## src/rtl/cnn_pkg.sv

```systemverilog
// ============================================================================
// Module      : cnn_pkg
// Description : Shared FSM encoding and FIFO sizing for the pixel streamer.
// Revision    : 1.0
// ============================================================================
`default_nettype none

package cnn_pkg;

    localparam int FIFO_DEPTH = 4;
    localparam int FIFO_PTR_W = $clog2(FIFO_DEPTH);
    localparam int FIFO_CNT_W = $clog2(FIFO_DEPTH + 1);
    localparam int TAG_W      = 3;

    typedef enum logic [2:0] {
        ST_IDLE  = 3'd0,
        ST_READ  = 3'd1,
        ST_GAP   = 3'd2,
        ST_DRAIN = 3'd3,
        ST_DONE  = 3'd4
    } state_t;

endpackage

`default_nettype wire

```

## src/rtl/pix_fifo.sv

```systemverilog
// ============================================================================
// Module      : pix_fifo
// Description : Small pixel+tag FIFO with registered occupancy count.
// Revision    : 1.0
// ============================================================================
`default_nettype none

module pix_fifo
    import cnn_pkg::*;
#(
    parameter int DW = 11
) (
    input  logic                  clk,
    input  logic                  rst,
    input  logic                  i_push,
    input  logic [DW-1:0]         i_data,
    input  logic                  i_pop,
    output logic [DW-1:0]         o_data,
    output logic                  o_empty,
    output logic [FIFO_CNT_W-1:0] o_count
);

    logic [DW-1:0]         r_mem [FIFO_DEPTH];
    logic [FIFO_PTR_W-1:0] r_wr_ptr;
    logic [FIFO_PTR_W-1:0] r_rd_ptr;
    logic [FIFO_CNT_W-1:0] r_count;
    logic                  w_push;
    logic                  w_pop;

    // A pop frees the slot this cycle, so a push into a full FIFO is legal then.
    assign w_pop  = i_pop && (r_count != '0);
    assign w_push = i_push && ((r_count != FIFO_CNT_W'(FIFO_DEPTH)) || w_pop);

    always_ff @(posedge clk or posedge rst) begin
        if (rst) begin
            r_wr_ptr <= '0;
            r_rd_ptr <= '0;
            r_count  <= '0;
            for (int i = 0; i < FIFO_DEPTH; i++) begin
                r_mem[i] <= '0;
            end
        end else begin
            if (w_push) begin
                r_mem[r_wr_ptr] <= i_data;
                r_wr_ptr        <= r_wr_ptr + FIFO_PTR_W'(1);
            end
            if (w_pop) begin
                r_rd_ptr <= r_rd_ptr + FIFO_PTR_W'(1);
            end
            case ({w_push, w_pop})
                2'b10:   r_count <= r_count + FIFO_CNT_W'(1);
                2'b01:   r_count <= r_count - FIFO_CNT_W'(1);
                default: r_count <= r_count;
            endcase
        end
    end

    assign o_data  = r_mem[r_rd_ptr];
    assign o_empty = (r_count == '0);
    assign o_count = r_count;

endmodule

`default_nettype wire

```

## src/rtl/pixel_streamer.sv

```systemverilog
// ============================================================================
// Module      : pixel_streamer
// Description : Reads a frame from memory in raster order and streams it out.
// Revision    : 1.0
// ============================================================================
`default_nettype none

module pixel_streamer
    import cnn_pkg::*;
#(
    parameter int WIDTH   = 8,
    parameter int COL_NUM = 128,
    parameter int ROW_NUM = 128,
    parameter int ADDR_W  = 14,
    parameter int ROW_GAP = 2
) (
    input  logic              clk,
    input  logic              rst,
    input  logic              start,
    input  logic [ADDR_W-1:0] base_addr,
    output logic              rd_en,
    output logic [ADDR_W-1:0] rd_addr,
    input  logic [WIDTH-1:0]  rd_data,
    input  logic              ready_in,
    output logic              valid_out,
    output logic [WIDTH-1:0]  dout,
    output logic              sof,
    output logic              eol,
    output logic              eof,
    output logic              busy,
    output logic              done
);

    localparam int          c_DW       = WIDTH + TAG_W;
    localparam int          c_LVL_W    = FIFO_CNT_W + 1;
    localparam logic [10:0] c_COL_LAST = 11'(COL_NUM - 1);
    localparam logic [10:0] c_ROW_LAST = 11'(ROW_NUM - 1);
    localparam logic [10:0] c_GAP_LAST = 11'(ROW_GAP - 1);

    state_t              r_state;
    logic [10:0]         r_col;
    logic [10:0]         r_row;
    logic [10:0]         r_gap;
    logic [ADDR_W-1:0]   r_addr;
    logic                r_inflight;
    logic [TAG_W-1:0]    r_tag_fl;
    logic                r_busy;
    logic                r_done;

    logic                w_pop;
    logic                w_rd;
    logic                w_empty;
    logic                w_col_last;
    logic                w_row_last;
    logic [FIFO_CNT_W-1:0] w_count;
    logic [c_LVL_W-1:0]  w_level;
    logic [c_DW-1:0]     w_head;

    assign w_col_last = (r_col == c_COL_LAST);
    assign w_row_last = (r_row == c_ROW_LAST);
    assign w_pop      = !w_empty && ready_in;

    // Slots committed after this edge; counting the pop lets a full FIFO keep reading.
    assign w_level = {1'b0, w_count} + c_LVL_W'(r_inflight) - c_LVL_W'(w_pop);
    assign w_rd    = (r_state == ST_READ) && (w_level < c_LVL_W'(FIFO_DEPTH));

    // Memory answers exactly one cycle after the strobe; reset drops any pending word.
    always_ff @(posedge clk or posedge rst) begin
        if (rst) begin
            r_inflight <= 1'b0;
            r_tag_fl   <= '0;
        end else begin
            r_inflight <= w_rd;
            r_tag_fl   <= {(r_row == '0) && (r_col == '0), w_col_last, w_col_last && w_row_last};
        end
    end

    always_ff @(posedge clk or posedge rst) begin
        if (rst) begin
            r_state <= ST_IDLE;
            r_col   <= '0;
            r_row   <= '0;
            r_gap   <= '0;
            r_addr  <= '0;
            r_busy  <= 1'b0;
            r_done  <= 1'b0;
        end else begin
            r_done <= 1'b0;
            case (r_state)
                ST_IDLE: begin
                    if (start) begin
                        r_addr  <= base_addr;
                        r_col   <= '0;
                        r_row   <= '0;
                        r_busy  <= 1'b1;
                        r_state <= ST_READ;
                    end
                end
                ST_READ: begin
                    if (w_rd) begin
                        r_addr <= r_addr + ADDR_W'(1);
                        if (w_col_last) begin
                            r_col <= '0;
                            r_gap <= '0;
                            if (w_row_last) begin
                                r_row   <= '0;
                                r_state <= ST_DRAIN;
                            end else begin
                                r_row <= r_row + 11'(1);
                                if (ROW_GAP != 0) begin
                                    r_state <= ST_GAP;
                                end
                            end
                        end else begin
                            r_col <= r_col + 11'(1);
                        end
                    end
                end
                ST_GAP: begin
                    r_gap <= r_gap + 11'(1);
                    if (r_gap == c_GAP_LAST) begin
                        r_state <= ST_READ;
                    end
                end
                ST_DRAIN: begin
                    if (w_empty && !r_inflight) begin
                        r_busy  <= 1'b0;
                        r_done  <= 1'b1;
                        r_state <= ST_DONE;
                    end
                end
                ST_DONE: begin
                    r_state <= ST_IDLE;
                end
                default: begin
                    r_state <= ST_IDLE;
                end
            endcase
        end
    end

    pix_fifo #(
        .DW (c_DW)
    ) u_fifo (
        .clk     (clk),
        .rst     (rst),
        .i_push  (r_inflight),
        .i_data  ({r_tag_fl, rd_data}),
        .i_pop   (w_pop),
        .o_data  (w_head),
        .o_empty (w_empty),
        .o_count (w_count)
    );

    assign rd_en     = w_rd;
    assign rd_addr   = r_addr;
    assign valid_out = !w_empty;
    assign {sof, eol, eof, dout} = w_head;
    assign busy      = r_busy;
    assign done      = r_done;

endmodule

`default_nettype wire

```

## config.mk

```make
export PLATFORM = sky130hd
export DESIGN_NAME = pixel_streamer
export DESIGN_NICKNAME = d
export VERILOG_FILES = /design/src/rtl/cnn_pkg.sv /design/src/rtl/pix_fifo.sv /design/src/rtl/pixel_streamer.sv
export SDC_FILE = /design/constraint.sdc
export NUM_CORES = 1
export LEC_CHECK = 0
export CAP_MARGIN = 10
export CORE_MARGIN = 3
export CORE_UTILIZATION = 25
export CTS_CLUSTER_SIZE = 30
export DETAILED_ROUTE_END_ITERATION = 6
export PLACE_DENSITY_LB_ADDON = 0.3
export SYNTH_ARGS = -nofsm -noshare
export SYNTH_HDL_FRONTEND = slang
export SYNTH_SLANG_ARGS = --single-unit
```

## constraint.sdc

```tcl
create_clock -name clk -period 7.8 [get_ports clk]
set_input_delay 1.56 -clock clk [delete_from_list [all_inputs] [get_ports clk]]
set_output_delay 1.56 -clock clk [all_outputs]
set_load 0.05 [all_outputs]
```

==> parameters.txt <==
Parameter                              Value

Outcome
  Result of the run ... complete, no violations

STA
  RSZ-0062 raised after global routing ... no
  Worst slew pin tran ... 1160 ps
  Final worst-path cycle share ... roughly three quarters
  Setup violations, final ... 0
  Max frequency ... approximately 0.17 GHz
  Relative slew slack ... a little over a fifth
  Period minus WS final ... 5960 ps
  Max Clock Skew ... 13.1 ps
  Max-slew violation total from the final report ... 0
  Hold violation count in the final report ... 0
  Total negative slack for setup checks ... 0 ps

Clock network
  Root cell of the clock tree ... clkbuf_16
  Post-CTS sizing ... 0
  Clk pin slew, worst setup/hold paths ... about 80 ps
  Count of buffers added by post-CTS timing repair for setup ... 0
  Number of clock buffers inserted by TritonCTS ... 9
  Sink count of the clock tree ... around 110
  Clock tree from TritonCTS ... built
  Number of buffers on the longest clock path ... 2
  Cts-stage hold buffer count ... 0
  Clk Latency, worst-skew pair ... roughly 350 ps
  Level count of the clock H-tree ... 3

Cells and area
  Commonest non-fill, non-tap cell in the layout ... dfrtp_1
  Sequential cell area ... around 2700 sq um
  Layout cell share with drive strength beyond 1 ... 15.1%
  Most used cells in the layout excluding fill and tap cells ... dfrtp_1 (107), clkdlybuf4s50_1 (54), mux2_2 (45), nand2_1 (42), o21ai_0 (38)
  Final nets ... 605
  Final core utilization ... a little under a third
  Area growth from synthesis to layout ... 19.6%
  Antenna cells ... 0
  Fillers ... roughly 2200
  Combined area of the multi-input logic cells ... 2690 sq um
  Final non-filler cell total ... 844

Detailed routing
  Remaining routing DRC violations ... 0
  First drt pass iteration count ... 5
  Vias post-DR ... ~4200
  DR WL/cell ... about 16 microns
  Final antenna-violating net count ... 0
  First-iteration detailed-routing DRC count ... 291
  Detail-routed via count per cell ... about 5.0
  Final WL ... about 13000 microns

Global route
  Total Routing Usage GR ... between 10% and 20%
  Global-route wire length before repair ... 21900 microns
  Initial antenna violation count ... 0
  Vias in the first global route ... around 4300
  Total congestion overflow ... 0
  Pin count of the biggest net entering global routing ... 76

Floorplanning
  Number of rows created at floorplan ... 53
  Vertical die dimension ... 155 microns
  Die footprint ... around 24000 sq um
  Starting density of the core ... 25.9%
  DIE WIDTH ... about 150 microns
  Number of top-level design ports ... 55
  Core region area ... around 21000 sq um

Synth
  Number of synthesized register bits ... ~110
  Cell count after synthesis ... between 500 and 600
  Total standard cell area after synthesis ... around 5500 sq um
  Seq/Total Area, Yosys ... roughly half
  Dominant synthesized flop cell ... dfrtp_1
  Yosys cell types ... 57
  EDFF count, synth ... 0
  Fraction of registers with async set or reset after synthesis ... 100%
  Synth Area per Inst ... approximately 11 sq um
  Synthesized Nets ... roughly 560
  Count of yosys warnings during synthesis ... 0

Worst setup path
  Startpoint of the lowest-slack register-to-register path ... u_fifo.o_count[2]
  Launch point of the worst path ... ready_in
  Kind of critical path ... input port to output pin
  Data required time of the critical path ... between 6000 and 7000 ps
  Endpoint type of the worst setup path ... output pin
  Biggest fanout along the worst timing path ... 8
  CP startpoint kind ... input port
  Data arrival time of the worst path ... ~4400 ps
  R2R Setup Slk ... around 4000 ps

Placed design
  Routability congestion estimate ... 0.774
  Placed instance count ... around 830
  Port Buf Inserts ... 54
  Post-DP HPWL ... 9020 microns

Power and ir drop
  Static power due to leakage ... around 2.7 nW
  Maximum vdd drop ... 0.000188 V
  Total power density per cell area ... about 340 nW/um^2

Run
  Number of max-capacitance violations reported ... 0

Hold path
  Hold Startpoint ... r_col[10]
  Hold Crit Class ... flip-flop to flip-flop
## cells by family (layout without fill, tap and decap cells)
kind of cell	after synthesis	in the layout	synth area share, %
and+or+nand+nor	175	175	16.5
AOI/OAI and AO/OA	115	115	13.3
DFF	107	107	48.3
muxes	59	59	14.2
buffers and inverters	44	92	3.23
adders and majority gates	15	15	3.52
xor gates and xnor gates	6	6	0.949
## sequential cells by signal, indices dropped and copies added, names as in the netlist
signal / cells
r_tag_fl: 3
r_row: 11
u_fifo.r_rd_ptr: 2
r_gap: 11
done: 1
busy: 1
u_fifo.r_mem: 44
u_fifo.o_count: 3
r_col: 11
r_inflight: 1
r_state: 3
rd_addr: 14
u_fifo.r_wr_ptr: 2
## cell type report
cell class                 count  area share (%)
multi-input combinational    370            40.6
clock inverter                 5           0.585
sequential                   107            40.4
inverter                      19            1.11
clock buffer                  11            3.66
timing repair buffer          57            8.49
tap                          275            5.19
## cell usage after synthesis (all sizes together) (3+ instances only)
cell type | count | area, sq um
nor3 | 12 | 60.1
or3b | 4 | 37.5
nor4 | 8 | 62.6
o31ai | 19 | 143
nor4b | 3 | 26.3
ha | 14 | 175
o22ai | 8 | 50.1
nor2 | 35 | 131
nor3b | 4 | 30.0
nand2 | 42 | 158
buf | 5 | 31.3
o41ai | 3 | 26.3
a211o | 3 | 26.3
nand2b | 9 | 56.3
xnor2 | 5 | 43.8
a21oi | 20 | 100
inv | 19 | 71.3
mux2 | 45 | 507
and2 | 5 | 31.3
dfrtp | 107 | 2680
o21ai | 40 | 200
clkbuf | 20 | 76.3
o2bb2a | 4 | 40.0
nand3 | 29 | 145
mux4 | 11 | 248
or3 | 4 | 25.0
mux2i | 3 | 30.0
or4 | 6 | 45.0
## through the flow
| stage | hold slack, ps | setup WS (ps) | power [W] | instance area (sq um) |
|---|---|---|---|---|
| after floorplan | 442 | 2600 | 0.00153 | 5540 |
| after global placement | 456 | 1950 | 0.00178 | 6350 |
| after detailed placement | 482 | 1870 | 0.00182 | 6350 |
| after CTS | 492 | 1860 | 0.00226 | 6630 |
| after global routing | 507 | 1720 | 0.00238 | 6630 |
| final | 501 | 1840 | 0.00224 | 6630 |
## final timing paths
check / to / cells past startpoint
max in group asynchronous: u_fifo.r_mem[5] / 3
min in group asynchronous: rd_addr[11] / 2
max: rd_en / 10
min reg2reg: r_col[10] / 1
max reg2reg: r_col[7] / 11
min: r_col[10] / 1
## where the power goes
part | switching (W) | total [W] | internal, W
clock | 0.000211 | 0.000438 | 0.000227
sequential | 0.000132 | 0.000822 | 0.000690
combinational | 0.000582 | 0.000977 | 0.000394
total | 0.000926 | 0.00224 | 0.00131
## worst max-delay path, cell delays in order
cell	delay, ps
clkdlybuf4s50_1	480
nand2_1	120
inv_1	150
ha_1	160
inv_1	40
ha_1	250
and3b_1	240
or3_1	360
a21oi_1	190
clkdlybuf4s50_1	830
## layer usage
layer  vias to the layer above  share of wire (%)  GRT usage [%]
met2                        97                 49           18.9
met4                         0               0.83           2.48
met3                         7                3.8           2.78
li1                       2008                  -              -
met5                         -                  0              0
met1                      2120                 47           14.3
No activity file was read; power rests on OpenSTA's default activity.
